## config.mk

```make
export PLATFORM = sky130hd
export DESIGN_NAME = mem_cmd_bridge
export DESIGN_NICKNAME = d
export VERILOG_FILES = /design/src/rtl/mem_cmd_bridge.sv
export SDC_FILE = /design/constraint.sdc
export NUM_CORES = 1
export LEC_CHECK = 0
export BUFFER_PORTS_ARGS = -buffer_cell sky130_fd_sc_hd__buf_2
export CAP_MARGIN = 5
export CORE_MARGIN = 1
export CORE_UTILIZATION = 41
export CTS_CLUSTER_DIAMETER = 200
export CTS_CLUSTER_SIZE = 25
export DETAILED_ROUTE_END_ITERATION = 6
export PLACE_DENSITY_LB_ADDON = 0.25
export SLEW_MARGIN = 20
export SYNTH_ARGS = -nofsm -noshare
export SYNTH_HDL_FRONTEND = slang
export SYNTH_SLANG_ARGS = --single-unit
```

## constraint.sdc

```tcl
create_clock -name clk -period 1.6 [get_ports clk]
set_input_delay 0.16 -clock clk [delete_from_list [all_inputs] [get_ports clk]]
set_output_delay 0.16 -clock clk [all_outputs]
set_load 0.02 [all_outputs]
```

## src/rtl/mem_cmd_bridge.sv

```systemverilog
// Bridges a simple processor command port (read, write, interrupt) onto an
// AXI4-Lite master, one transaction per command, with a busy-cycle watchdog.
module mem_cmd_bridge #(
    parameter int TIMEOUT = 1024
) (
    input  logic        clk,
    input  logic        resetn,
    input  logic [1:0]  command,
    input  logic [31:0] data_addr,
    input  logic [31:0] data_wdata,
    input  logic [3:0]  data_wstrb,
    output logic        ready,
    output logic [31:0] data_rdata,
    output logic [1:0]  error,
    output logic        interrupt_req,
    input  logic        interrupt_ack,
    output logic [31:0] m_awaddr,
    output logic        m_awvalid,
    input  logic        m_awready,
    output logic [31:0] m_wdata,
    output logic [3:0]  m_wstrb,
    output logic        m_wvalid,
    input  logic        m_wready,
    input  logic [1:0]  m_bresp,
    input  logic        m_bvalid,
    output logic        m_bready,
    output logic [31:0] m_araddr,
    output logic        m_arvalid,
    input  logic        m_arready,
    input  logic [31:0] m_rdata,
    input  logic [1:0]  m_rresp,
    input  logic        m_rvalid,
    output logic        m_rready
);
    localparam int CW = $clog2(TIMEOUT + 1);
    localparam logic [CW-1:0] LP_CNT_LAST = CW'(TIMEOUT - 1);

    typedef enum logic [2:0] {
        ST_IDLE     = 3'd0,
        ST_RD_ADDR  = 3'd1,
        ST_RD_DATA  = 3'd2,
        ST_WR       = 3'd3,
        ST_WR_RESP  = 3'd4,
        ST_INT_WAIT = 3'd5,
        ST_DONE     = 3'd6
    } state_t;

    state_t        r_state;
    state_t        w_state_nxt;
    logic          r_ready;
    logic [1:0]    r_error;
    logic [31:0]   r_rdata;
    logic          r_int_req;
    logic [31:0]   r_addr;
    logic [31:0]   r_wdata;
    logic [3:0]    r_wstrb;
    logic          r_arvalid;
    logic          r_rready;
    logic          r_awvalid;
    logic          r_wvalid;
    logic          r_bready;
    logic [CW-1:0] r_cnt;

    logic          w_ready_nxt;
    logic [1:0]    w_error_nxt;
    logic [31:0]   w_rdata_nxt;
    logic          w_int_req_nxt;
    logic          w_arvalid_nxt;
    logic          w_rready_nxt;
    logic          w_awvalid_nxt;
    logic          w_wvalid_nxt;
    logic          w_bready_nxt;
    logic [CW-1:0] w_cnt_nxt;
    logic          w_accept;
    logic          w_busy;
    logic          w_aw_pend;
    logic          w_w_pend;
    logic          w_unused_addr;

    // Low address bits are discarded: the bus address is always word-aligned.
    assign w_unused_addr = ^data_addr[1:0];

    assign w_busy    = (r_state != ST_IDLE) && (r_state != ST_DONE);
    assign w_aw_pend = r_awvalid & ~m_awready;
    assign w_w_pend  = r_wvalid & ~m_wready;

    // Next-state, next-output and watchdog decode.
    always_comb begin
        w_state_nxt   = r_state;
        w_error_nxt   = r_error;
        w_rdata_nxt   = r_rdata;
        w_int_req_nxt = 1'b0;
        w_arvalid_nxt = 1'b0;
        w_rready_nxt  = 1'b0;
        w_awvalid_nxt = 1'b0;
        w_wvalid_nxt  = 1'b0;
        w_bready_nxt  = 1'b0;
        w_cnt_nxt     = r_cnt;
        w_accept      = 1'b0;
        w_ready_nxt   = 1'b0;
        case (r_state)
            ST_IDLE: begin
                w_cnt_nxt = {CW{1'b0}};
                if (command != 2'b00) begin
                    w_accept    = 1'b1;
                    w_error_nxt = 2'b00;
                    case (command)
                        2'b01: begin
                            w_state_nxt   = ST_RD_ADDR;
                            w_arvalid_nxt = 1'b1;
                        end
                        2'b10: begin
                            // An all-zero strobe write has nothing to move on the bus.
                            if (data_wstrb == 4'b0000) begin
                                w_state_nxt = ST_DONE;
                            end else begin
                                w_state_nxt   = ST_WR;
                                w_awvalid_nxt = 1'b1;
                                w_wvalid_nxt  = 1'b1;
                            end
                        end
                        2'b11: begin
                            w_state_nxt   = ST_INT_WAIT;
                            w_int_req_nxt = 1'b1;
                        end
                        default: w_state_nxt = ST_IDLE;
                    endcase
                end else begin
                    w_state_nxt = ST_IDLE;
                end
            end
            ST_RD_ADDR: begin
                w_cnt_nxt = r_cnt + CW'(1);
                if (m_arready) begin
                    w_state_nxt  = ST_RD_DATA;
                    w_rready_nxt = 1'b1;
                end else begin
                    w_arvalid_nxt = 1'b1;
                end
            end
            ST_RD_DATA: begin
                w_cnt_nxt = r_cnt + CW'(1);
                if (m_rvalid) begin
                    w_state_nxt = ST_DONE;
                    w_rdata_nxt = m_rdata;
                    w_error_nxt = m_rresp;
                end else begin
                    w_rready_nxt = 1'b1;
                end
            end
            ST_WR: begin
                w_cnt_nxt = r_cnt + CW'(1);
                if (!w_aw_pend && !w_w_pend) begin
                    w_state_nxt  = ST_WR_RESP;
                    w_bready_nxt = 1'b1;
                end else begin
                    w_awvalid_nxt = w_aw_pend;
                    w_wvalid_nxt  = w_w_pend;
                end
            end
            ST_WR_RESP: begin
                w_cnt_nxt = r_cnt + CW'(1);
                if (m_bvalid) begin
                    w_state_nxt = ST_DONE;
                    w_error_nxt = m_bresp;
                end else begin
                    w_bready_nxt = 1'b1;
                end
            end
            ST_INT_WAIT: begin
                w_cnt_nxt = r_cnt + CW'(1);
                if (interrupt_ack) begin
                    w_state_nxt = ST_DONE;
                    w_error_nxt = 2'b00;
                end else begin
                    w_int_req_nxt = 1'b1;
                end
            end
            ST_DONE: begin
                if (command == 2'b00) begin
                    w_state_nxt = ST_IDLE;
                end else begin
                    w_state_nxt = ST_DONE;
                end
            end
            default: w_state_nxt = ST_IDLE;
        endcase
        // A handshake landing on the last allowed cycle still completes normally.
        if (w_busy && (r_cnt == LP_CNT_LAST) && (w_state_nxt != ST_DONE)) begin
            w_state_nxt   = ST_DONE;
            w_error_nxt   = 2'b11;
            w_int_req_nxt = 1'b0;
            w_arvalid_nxt = 1'b0;
            w_rready_nxt  = 1'b0;
            w_awvalid_nxt = 1'b0;
            w_wvalid_nxt  = 1'b0;
            w_bready_nxt  = 1'b0;
            w_ready_nxt   = 1'b1;
        end else begin
            w_ready_nxt = (w_state_nxt == ST_IDLE) || (w_state_nxt == ST_DONE);
        end
    end

    // State and registered outputs; command fields captured on acceptance.
    always_ff @(posedge clk) begin
        if (!resetn) begin
            r_state   <= ST_IDLE;
            r_ready   <= 1'b0;
            r_error   <= 2'b00;
            r_rdata   <= 32'h0000_0000;
            r_int_req <= 1'b0;
            r_addr    <= 32'h0000_0000;
            r_wdata   <= 32'h0000_0000;
            r_wstrb   <= 4'b0000;
            r_arvalid <= 1'b0;
            r_rready  <= 1'b0;
            r_awvalid <= 1'b0;
            r_wvalid  <= 1'b0;
            r_bready  <= 1'b0;
            r_cnt     <= {CW{1'b0}};
        end else begin
            r_state   <= w_state_nxt;
            r_ready   <= w_ready_nxt;
            r_error   <= w_error_nxt;
            r_rdata   <= w_rdata_nxt;
            r_int_req <= w_int_req_nxt;
            r_arvalid <= w_arvalid_nxt;
            r_rready  <= w_rready_nxt;
            r_awvalid <= w_awvalid_nxt;
            r_wvalid  <= w_wvalid_nxt;
            r_bready  <= w_bready_nxt;
            r_cnt     <= w_cnt_nxt;
            if (w_accept) begin
                r_addr  <= {data_addr[31:2], 2'b00};
                r_wdata <= data_wdata;
                r_wstrb <= data_wstrb;
            end
        end
    end

    assign ready         = r_ready;
    assign error         = r_error;
    assign data_rdata    = r_rdata;
    assign interrupt_req = r_int_req;
    assign m_awaddr      = r_addr;
    assign m_araddr      = r_addr;
    assign m_awvalid     = r_awvalid;
    assign m_wdata       = r_wdata;
    assign m_wstrb       = r_wstrb;
    assign m_wvalid      = r_wvalid;
    assign m_bready      = r_bready;
    assign m_arvalid     = r_arvalid;
    assign m_rready      = r_rready;

endmodule

```

==> metrics.cfg, run 1 <==
[global_route]
grt_max_degree=66
met3_usage_pct=6.59
antenna_found_initial=0
use_met2_pct=52.3
track_usage_pct=28.6
grt_pass1_wl_um=28200
grt-ovfl-total=0
busiest_layer=met2
grt_use_met1_pct=30.8
grt_pass1_vias=5943

[setup_path]
crit_arrival_ns=2.11
worstPathRequired_ns=1.92
crit_buf_inv=3
crit_fanout=8
critPathKind=flop to flop
slowest_stage=or3_4
crit_path_start_kind=flop
crit_chain=buf_6 -> or3_4 -> nor2_4 -> buf_12 -> buf_16 -> nand2_1 -> a21oi_1
crit_path_end_kind=flop
crit_family=simple AND/OR/NAND/NOR gates
crit_path_max_incr_delay_ns=0.40

[flow_run]
drv_cap=0

[placement]
io_buffers=248
hpwl_um=9940
gp_congestion=0.892

[floorplan]
fp.dieW_um=112
dieHeight_um=112
num_rows=39
ioPinCount=255
start_util_pct=42.8
core-area_um2=11700
die_area_um2=12600

[clock_network]
cts.sinks=121
clk_latency_ns=0.41
cts_root_buffer=clkbuf_16
clk_pin_slew_worst_paths_ns=0.06
cts-buffers-inserted=17
cts.htree.levels=4
clockBufferDepth=2
cts_tree=built

[detailed_routing]
drt-initial-drc-count=333
via_per_inst=5.17
wl_per_cell_um=17.1
ant_nets=0
drtPass1Iterations=7
drc_errors=15
vias=5947
finalWirelength_um=19700

[power_and_ir_drop]
p_int_w=0.00880
ir_drop_v=0.00106
power_density_nw_per_um2=1600
total_power_w=0.0141
p_seq_share_pct=28.2
clock_power_share_pct=24.3
power_switching_w=0.00534
power.share.switching_pct=37.8
p_leak_nw=4.11
pwr-share-comb_pct=47.6

[yosys]
postSynthCellCount=627
ys.flop_type=dfxtp_1
synth.yosys.seq_area_share_pct=48.5
yosys_warnings=0
synth_area_per_cell_um2=7.96
syn_area_um2=4990
synth.distinct_cells=52
synth-seq-cells=121
async_flop_share_pct=0
synth_edf_count=0

[cells_and_area]
syn_to_final_growth_pct=77.2
final_cell_mix=buf_2 (248), nand2_1 (166), dfxtp_1 (116)
post-route-util_pct=75.8
mostFrequentLayoutCell=buf_2
n_fill_cell=788
n_antenna_cell=0
final_nets=1109
drive_gt1_share_pct=45.5

[sta]
setup_violations=76
tightest_slew_ns=0.580
rsz0062_at_grt=true
finalHoldViolCount=0
period_minus_slack_ns=1.79
post-route-period-util_pct=112
skew_ns=0.00598
setup_slack_ns=-0.191
maxSlewHeadroom_pct=61.3
fmax_mhz=558
slew_viol_final=0

[hold_path]
hold_class=primary input to flop

[outcome]
failed_checks=DRC, setup timing
status=complete, but fails checks

## through the flow
step                      setup TNS [ns]  hold WS [ns]  area (um2)  worst slack (ns)  cells
after detailed placement           -9.60         0.406        6400            -0.262    991
after CTS                          -4.91       0.00769        8360            -0.128   1137
after floorplan                   -0.159         0.278        5050           -0.0701    630
after global placement             -6.27         0.400        6400            -0.214    991
after global routing              -12.90       0.00973        8840            -0.252   1150
final                              -7.75        0.0190        8840            -0.191   1150
## power by group through the flow
stage	combinational [W]	sequential, W	clock [W]
6_report	0.00673	0.00399	0.00343
5_1_grt	0.00709	0.00404	0.00362
4_1_cts	0.00576	0.00392	0.00348
3_5_place_dp	0.00432	0.00393	0
3_3_place_gp	0.00426	0.00390	0
2_1_floorplan	0.00244	0.00449	0
## kinds of logic (layout without fill, tap and decap cells)
group | after synthesis | after routing | share of synthesized area, %
flip-flops | 121 | 121 | 48.5
buffers and inverters | 80 | 457 | 9.85
adder cells (fa/ha/maj) | 1 | 1 | 0.251
multiplexers | 3 | 3 | 0.903
other | 1 | 4 | 0.0752
AO/OA/AOI/OAI | 145 | 145 | 16.8
XOR/XNOR | 2 | 2 | 0.351
AND/OR/NAND/NOR | 274 | 274 | 23.2
## sequential cells by signal, summed over array words and instances (netlist names), 2 cells and up
| signal | flops |
|---|---|
| r_cnt | 11 |
| m_wdata | 32 |
| data_rdata | 32 |
| r_state | 3 |
| m_wstrb | 4 |
| m_araddr | 30 |
| error | 2 |
## cells in the mapped netlist, drive strengths merged (2+ instances only)
library cell / number / area (um2)
a21oi: 113 / 581
a22oi: 4 / 30.0
and2: 2 / 12.5
and3: 2 / 12.5
buf: 52 / 387
clkbuf: 23 / 86.3
dfxtp: 121 / 2420
inv: 5 / 18.8
mux2: 2 / 22.5
nand2: 207 / 777
nand2b: 5 / 31.3
nand3: 7 / 35.0
nand3b: 2 / 15.0
nand4: 2 / 12.5
nor2: 23 / 88.8
nor2b: 3 / 18.8
nor3: 9 / 61.3
nor3b: 2 / 15.0
nor4: 5 / 37.5
o211ai: 2 / 15.0
o21ai: 12 / 60.1
o221a: 2 / 22.5
or3: 2 / 12.5
xnor2: 2 / 17.5
## layer usage
metal,up-vias,wire [um]
li1,2782,-
met5,-,0
met2,317,10300
met1,2789,7290
met4,0,716
met3,59,1390
## what timing repair did
item,in CTS,in global routing
pin swaps,30,35
endpoints found under the setup margin,85,100
setup buffers,13,9
hold endpoints to repair,95,0
cloned,6,6
resized for setup,53,88
hold buffers,95,0
## worst register-to-register path, stage by stage (launching register included)
cell and delay (ns):
dfxtp_4 0.38, buf_6 0.14, or3_4 0.40, nor2_4 0.16
buf_12 0.18, buf_16 0.14, nand2_1 0.08, a21oi_1 0.21
## worst paths after layout
path | from | cells after the start | to | slack, ns
hold reg to reg | data_rdata[15] | 2 | data_rdata[15] | 0.46
hold / removal | data_wstrb[2] | 3 | m_wstrb[2] | 0.02
setup / recovery | r_state[2] | 7 | m_wdata[24] | -0.19
setup reg to reg | r_state[2] | 7 | m_wdata[24] | -0.19
## final cells by class
cell class              instances  area, um2  share of cell area [%]
clock buffers                  23        488                    5.52
clock inverters                 9       47.5                   0.538
inverters                       5       20.0                   0.226
multi-input cells             429       2520                    28.6
flip-flops and latches        121       2440                    27.6
well taps                     143        179                    2.02
repair buffers                420       3140                    35.6
No activity file was read; power rests on OpenSTA's default activity.
==> inputs of run 2 (changes only) <==
--- a/config.mk
+++ b/config.mk
@@ -13,6 +13,7 @@
 export CTS_CLUSTER_SIZE = 25
 export DETAILED_ROUTE_END_ITERATION = 6
 export PLACE_DENSITY_LB_ADDON = 0.25
+export RECOVER_POWER = 50
 export SLEW_MARGIN = 20
 export SYNTH_ARGS = -nofsm -noshare
 export SYNTH_HDL_FRONTEND = slang
==> metrics.cfg, run 2 (same netlist as run 1, synthesis figures left out) <==
[outcome]
status=complete, but fails checks
failed_checks=DRC, setup timing

[power_and_ir_drop]
power_switching_w=0.00535
power_density_nw_per_um2=1610
p_int_w=0.00870
p_leak_nw=3.75
p_seq_share_pct=28.4
pwr-share-comb_pct=47.2
power.share.switching_pct=38.1
ir_drop_v=0.00105
clock_power_share_pct=24.4

[setup_path]
crit_family=simple AND/OR/NAND/NOR gates
crit_path_end_kind=flop
worstPathRequired_ns=1.91
slowest_stage=or3_4
crit_arrival_ns=2.10
reg2reg_from=r_state[2]
crit_fanout=8
crit_path_max_incr_delay_ns=0.40
rrSetupSlack_ns=-0.19
crit_buf_inv=3
worst_r2r_endpoint=m_wdata[24]
crit_path_start_kind=flop
rr_worst_depth=7
critPathKind=flop to flop
crit_chain=buf_6 -> or3_4 -> nor2_4 -> buf_12 -> buf_16 -> nand2_1 -> a21oi_1

[cells_and_area]
n_fill_cell=842
final_nets=1109
drive_gt1_share_pct=36.8
multiInputGateArea_um2=2520
n_antenna_cell=0
final_cell_mix=nand2_1 (166), buf_2 (161), dfxtp_1 (116)
post-route-util_pct=74.9
regArea_um2=2440
mostFrequentLayoutCell=nand2_1
syn_to_final_growth_pct=75.0

[sta]
maxSlewHeadroom_pct=61.6
setup_slack_ns=-0.185
rsz0062_at_grt=true
tightest_slew_ns=0.576
setup_violations=75
skew_ns=0.00620
finalHoldViolCount=0
tns_ns=-7.61
post-route-period-util_pct=112
period_minus_slack_ns=1.79
fmax_mhz=560
hold_ws_ns=0.0205
slew_viol_final=0

[clock_network]
cts_tree=built
cts-buffers-inserted=17
clk_pin_slew_worst_paths_ns=0.06
cts_root_buffer=clkbuf_16
clockBufferDepth=2
cts.sinks=121
clk_latency_ns=0.41
cts.htree.levels=4

[global_route]
grt_max_degree=66
track_usage_pct=28.6
grt-ovfl-total=0
antenna_found_initial=0
grt_pass1_wl_um=28200
grt_pass1_vias=5943

[detailed_routing]
via_per_inst=5.19
drt-initial-drc-count=375
drtPass1Iterations=7
drc_errors=15
vias=5963
wl_per_cell_um=17.1
ant_nets=0
finalWirelength_um=19700

[floorplan]
start_util_pct=42.8
dieHeight_um=112
core-area_um2=11700
num_rows=39
ioPinCount=255
die_area_um2=12600
fp.dieW_um=112

[hold_path]
hold_class=primary input to flop
min_from=data_wstrb[2]
hold_end=m_wstrb[2]
holdPathStages=3

[placement]
hpwl_um=9940
io_buffers=248
place_ws_ns=-0.262
gp_congestion=0.892

[flow_run]
drv_cap=0

run 2: cell types whose count changed in the layout (fill, tap and decap cells not counted), sizes merged:
cell	before	now
buf	320	233
clkbuf	28	115
run 2: layer usage:
metal | share of wire (%) | vias up | wire length, um | GRT usage, %
met3 | 7.0 | 64 | 1370 | 6.59
met5 | 0 | - | 0 | 0
met1 | 37 | 2794 | 7340 | 30.8
li1 | - | 2781 | - | -
met2 | 52 | 324 | 10300 | 52.3
met4 | 3.5 | 0 | 693 | 14.7
run 2: worst max-delay path by stage:
stage,startpoint,to,slack [ns],cells after the start
6_report,r_state[2],m_wdata[24],-0.19,7
5_1_grt,r_state[1],interrupt_req,-0.25,8
4_1_cts,r_state[2],error[0],-0.13,5
3_5_place_dp,r_state[2],error[1],-0.26,5
3_3_place_gp,r_state[2],error[0],-0.21,5
2_1_floorplan,r_state[2],error[0],-0.07,7
run 2: repair_timing:
action | in CTS | in global routing
cloned | 6 | 6
hold buffers | 95 | 0
gates resized for setup | 53 | 88
setup endpoints to repair | 85 | 100
buffers inserted | 13 | 9
pin swaps | 30 | 35
hold endpoints to repair | 95 | 0
run 2: area by class of cell:
type / count / share of cell area (%)
clock buffer: 23 / 5.59
clock inverter: 9 / 0.545
inverter: 5 / 0.229
multi-input combinational: 429 / 28.9
sequential: 121 / 27.9
tap: 143 / 2.05
timing repair buffer: 420 / 34.8
run 2: power by group through the flow:
stage / logic [W] / registers (W) / clock network, W
6_report: 0.00663 / 0.00400 / 0.00342
2_1_floorplan: 0.00244 / 0.00449 / 0
5_1_grt: 0.00699 / 0.00406 / 0.00362
3_3_place_gp: 0.00426 / 0.00390 / 0
4_1_cts: 0.00576 / 0.00392 / 0.00348
3_5_place_dp: 0.00432 / 0.00393 / 0
run 2: through the flow:
stage          area, um2  total power, W  cells
4_1_cts             8360          0.0132   1137
5_1_grt             8730          0.0147   1150
2_1_floorplan       5050         0.00693    630
6_report            8730          0.0140   1150
3_3_place_gp        6400         0.00816    991
3_5_place_dp        6400         0.00825    991
run 2: tightest hold or removal path, cell delays in order:
cell and delay (ns):
buf_2 0.12, nand2_1 0.05, a21oi_1 0.05
==> inputs of run 3 (changes only) <==
--- a/config.mk
+++ b/config.mk
@@ -8,7 +8,7 @@
 export BUFFER_PORTS_ARGS = -buffer_cell sky130_fd_sc_hd__buf_2
 export CAP_MARGIN = 5
 export CORE_MARGIN = 1
-export CORE_UTILIZATION = 41
+export CORE_UTILIZATION = 30
 export CTS_CLUSTER_DIAMETER = 200
 export CTS_CLUSTER_SIZE = 25
 export DETAILED_ROUTE_END_ITERATION = 6
==> metrics.cfg, run 3 (same netlist as run 1, synthesis figures left out) <==
[global_route]
grt_max_degree=34
grt_pass1_wl_um=24200
antenna_found_initial=0
track_usage_pct=18.3
grt_pass1_vias=5073
grt-ovfl-total=0

[power_and_ir_drop]
power_switching_w=0.00540
p_int_w=0.00894
power.share.switching_pct=37.7
p_seq_share_pct=27.3
clock_power_share_pct=27.5
power_density_nw_per_um2=1560
ir_drop_v=0.000962
pwr-share-comb_pct=45.2
p_leak_nw=3.95

[clock_network]
cts.htree.levels=4
cts.sinks=121
cts_root_buffer=clkbuf_16
clk_latency_ns=0.41
cts-buffers-inserted=17
cts_tree=built
clk_pin_slew_worst_paths_ns=0.05
clockBufferDepth=2

[setup_path]
crit_fanout=8
crit_arrival_ns=2.08
crit_path_end_kind=flop
crit_path_start_kind=flop
worstPathRequired_ns=1.93
critPathKind=flop to flop

[cells_and_area]
multiInputGateArea_um2=2870
final_cell_mix=buf_2 (178), nand2_1 (147), dfxtp_1 (115)
post-route-util_pct=57.1
mostFrequentLayoutCell=buf_2
final_nets=1109
n_fill_cell=1419
syn_to_final_growth_pct=83.8
drive_gt1_share_pct=44.1
final_area_um2=9170
regArea_um2=2430
n_antenna_cell=0

[hold_path]
hold_class=primary input to flop

[sta]
tightest_slew_ns=0.494
fmax_mhz=572
setup_violations=76
skew_ns=0.00883
tns_ns=-7.16
rsz0062_at_grt=true
setup_slack_ns=-0.150
slew_viol_final=0
post-route-period-util_pct=109
maxSlewHeadroom_pct=66.7
period_minus_slack_ns=1.75
finalHoldViolCount=0

[detailed_routing]
via_per_inst=4.63
drt-initial-drc-count=215
ant_nets=0
drtPass1Iterations=4
finalWirelength_um=18300
vias=5659
wl_per_cell_um=14.9
drc_errors=0

[placement]
placed_area_um2=6550
place_ws_ns=-0.344
hpwl_um=10600
gp_congestion=0.814
io_buffers=248

[floorplan]
core-area_um2=16100
fp.dieW_um=131
dieHeight_um=131
num_rows=46
ioPinCount=255
start_util_pct=31.1
die_area_um2=17200

[outcome]
failed_checks=setup timing
status=complete, but fails checks

[flow_run]
drv_cap=0

run 3: layer usage:
layer / routed length [um] / vias up / part of all wire, % / track usage (%)
met2: 9140 / 203 / 50 / 32.1
met5: 0 / - / 0 / 0
met3: 1100 / 25 / 6.0 / 5.70
met4: 304 / 0 / 1.7 / 5.95
met1: 7710 / 2659 / 42 / 21.1
li1: - / 2772 / - / -
run 3: final cells by class:
type	count	area share (%)
clock buffer	22	5.17
clock inverter	10	1.54
inverter	5	0.218
multi-input combinational	429	31.3
sequential	121	26.5
tap	216	2.95
timing repair buffer	420	32.4
run 3: worst paths after layout:
check / to / slack (ns) / startpoint / cells after the start
worst max-delay path: m_araddr[23] / -0.15 / r_state[2] / 7
worst min-delay path: r_cnt[9] / 0.06 / resetn / 2
worst max register to register: m_araddr[23] / -0.15 / r_state[2] / 7
worst min register to register: data_rdata[12] / 0.45 / data_rdata[12] / 2
run 3: power by group through the flow:
stage | Clock [W] | Combinational, W | Sequential [W]
4_1_cts | 0.00405 | 0.00483 | 0.00389
3_3_place_gp | 0 | 0.00450 | 0.00391
5_1_grt | 0.00416 | 0.00693 | 0.00399
2_1_floorplan | 0 | 0.00244 | 0.00449
6_report | 0.00394 | 0.00649 | 0.00391
3_5_place_dp | 0 | 0.00451 | 0.00392
run 3: timing repair:
action                                 in CTS  in global routing
setup buffers                               8                  6
hold buffers                               97                  1
setup endpoints to repair                 118                 98
pin swaps                                   4                 97
gates cloned                                1                  9
endpoints found under the hold margin      97                  1
gates resized for setup                    22                189
run 3: critical path: stages (launching register included):
cell and delay, ns:
dfxtp_4 0.39, buf_6 0.14, or3_4 0.41, nor2_4 0.16
buf_12 0.18, clkbuf_16 0.20, nand2_1 0.06, a21oi_1 0.11
run 3: through the flow:
step / hold WS (ns) / std cells / total power (W)
floorplan: 0.278 / 630 / 0.00693
global placement: 0.400 / 1071 / 0.00841
detailed placement: 0.405 / 1071 / 0.00843
CTS: 0.0129 / 1208 / 0.0128
global route: 0.0571 / 1223 / 0.0151
finish: 0.0609 / 1223 / 0.0143
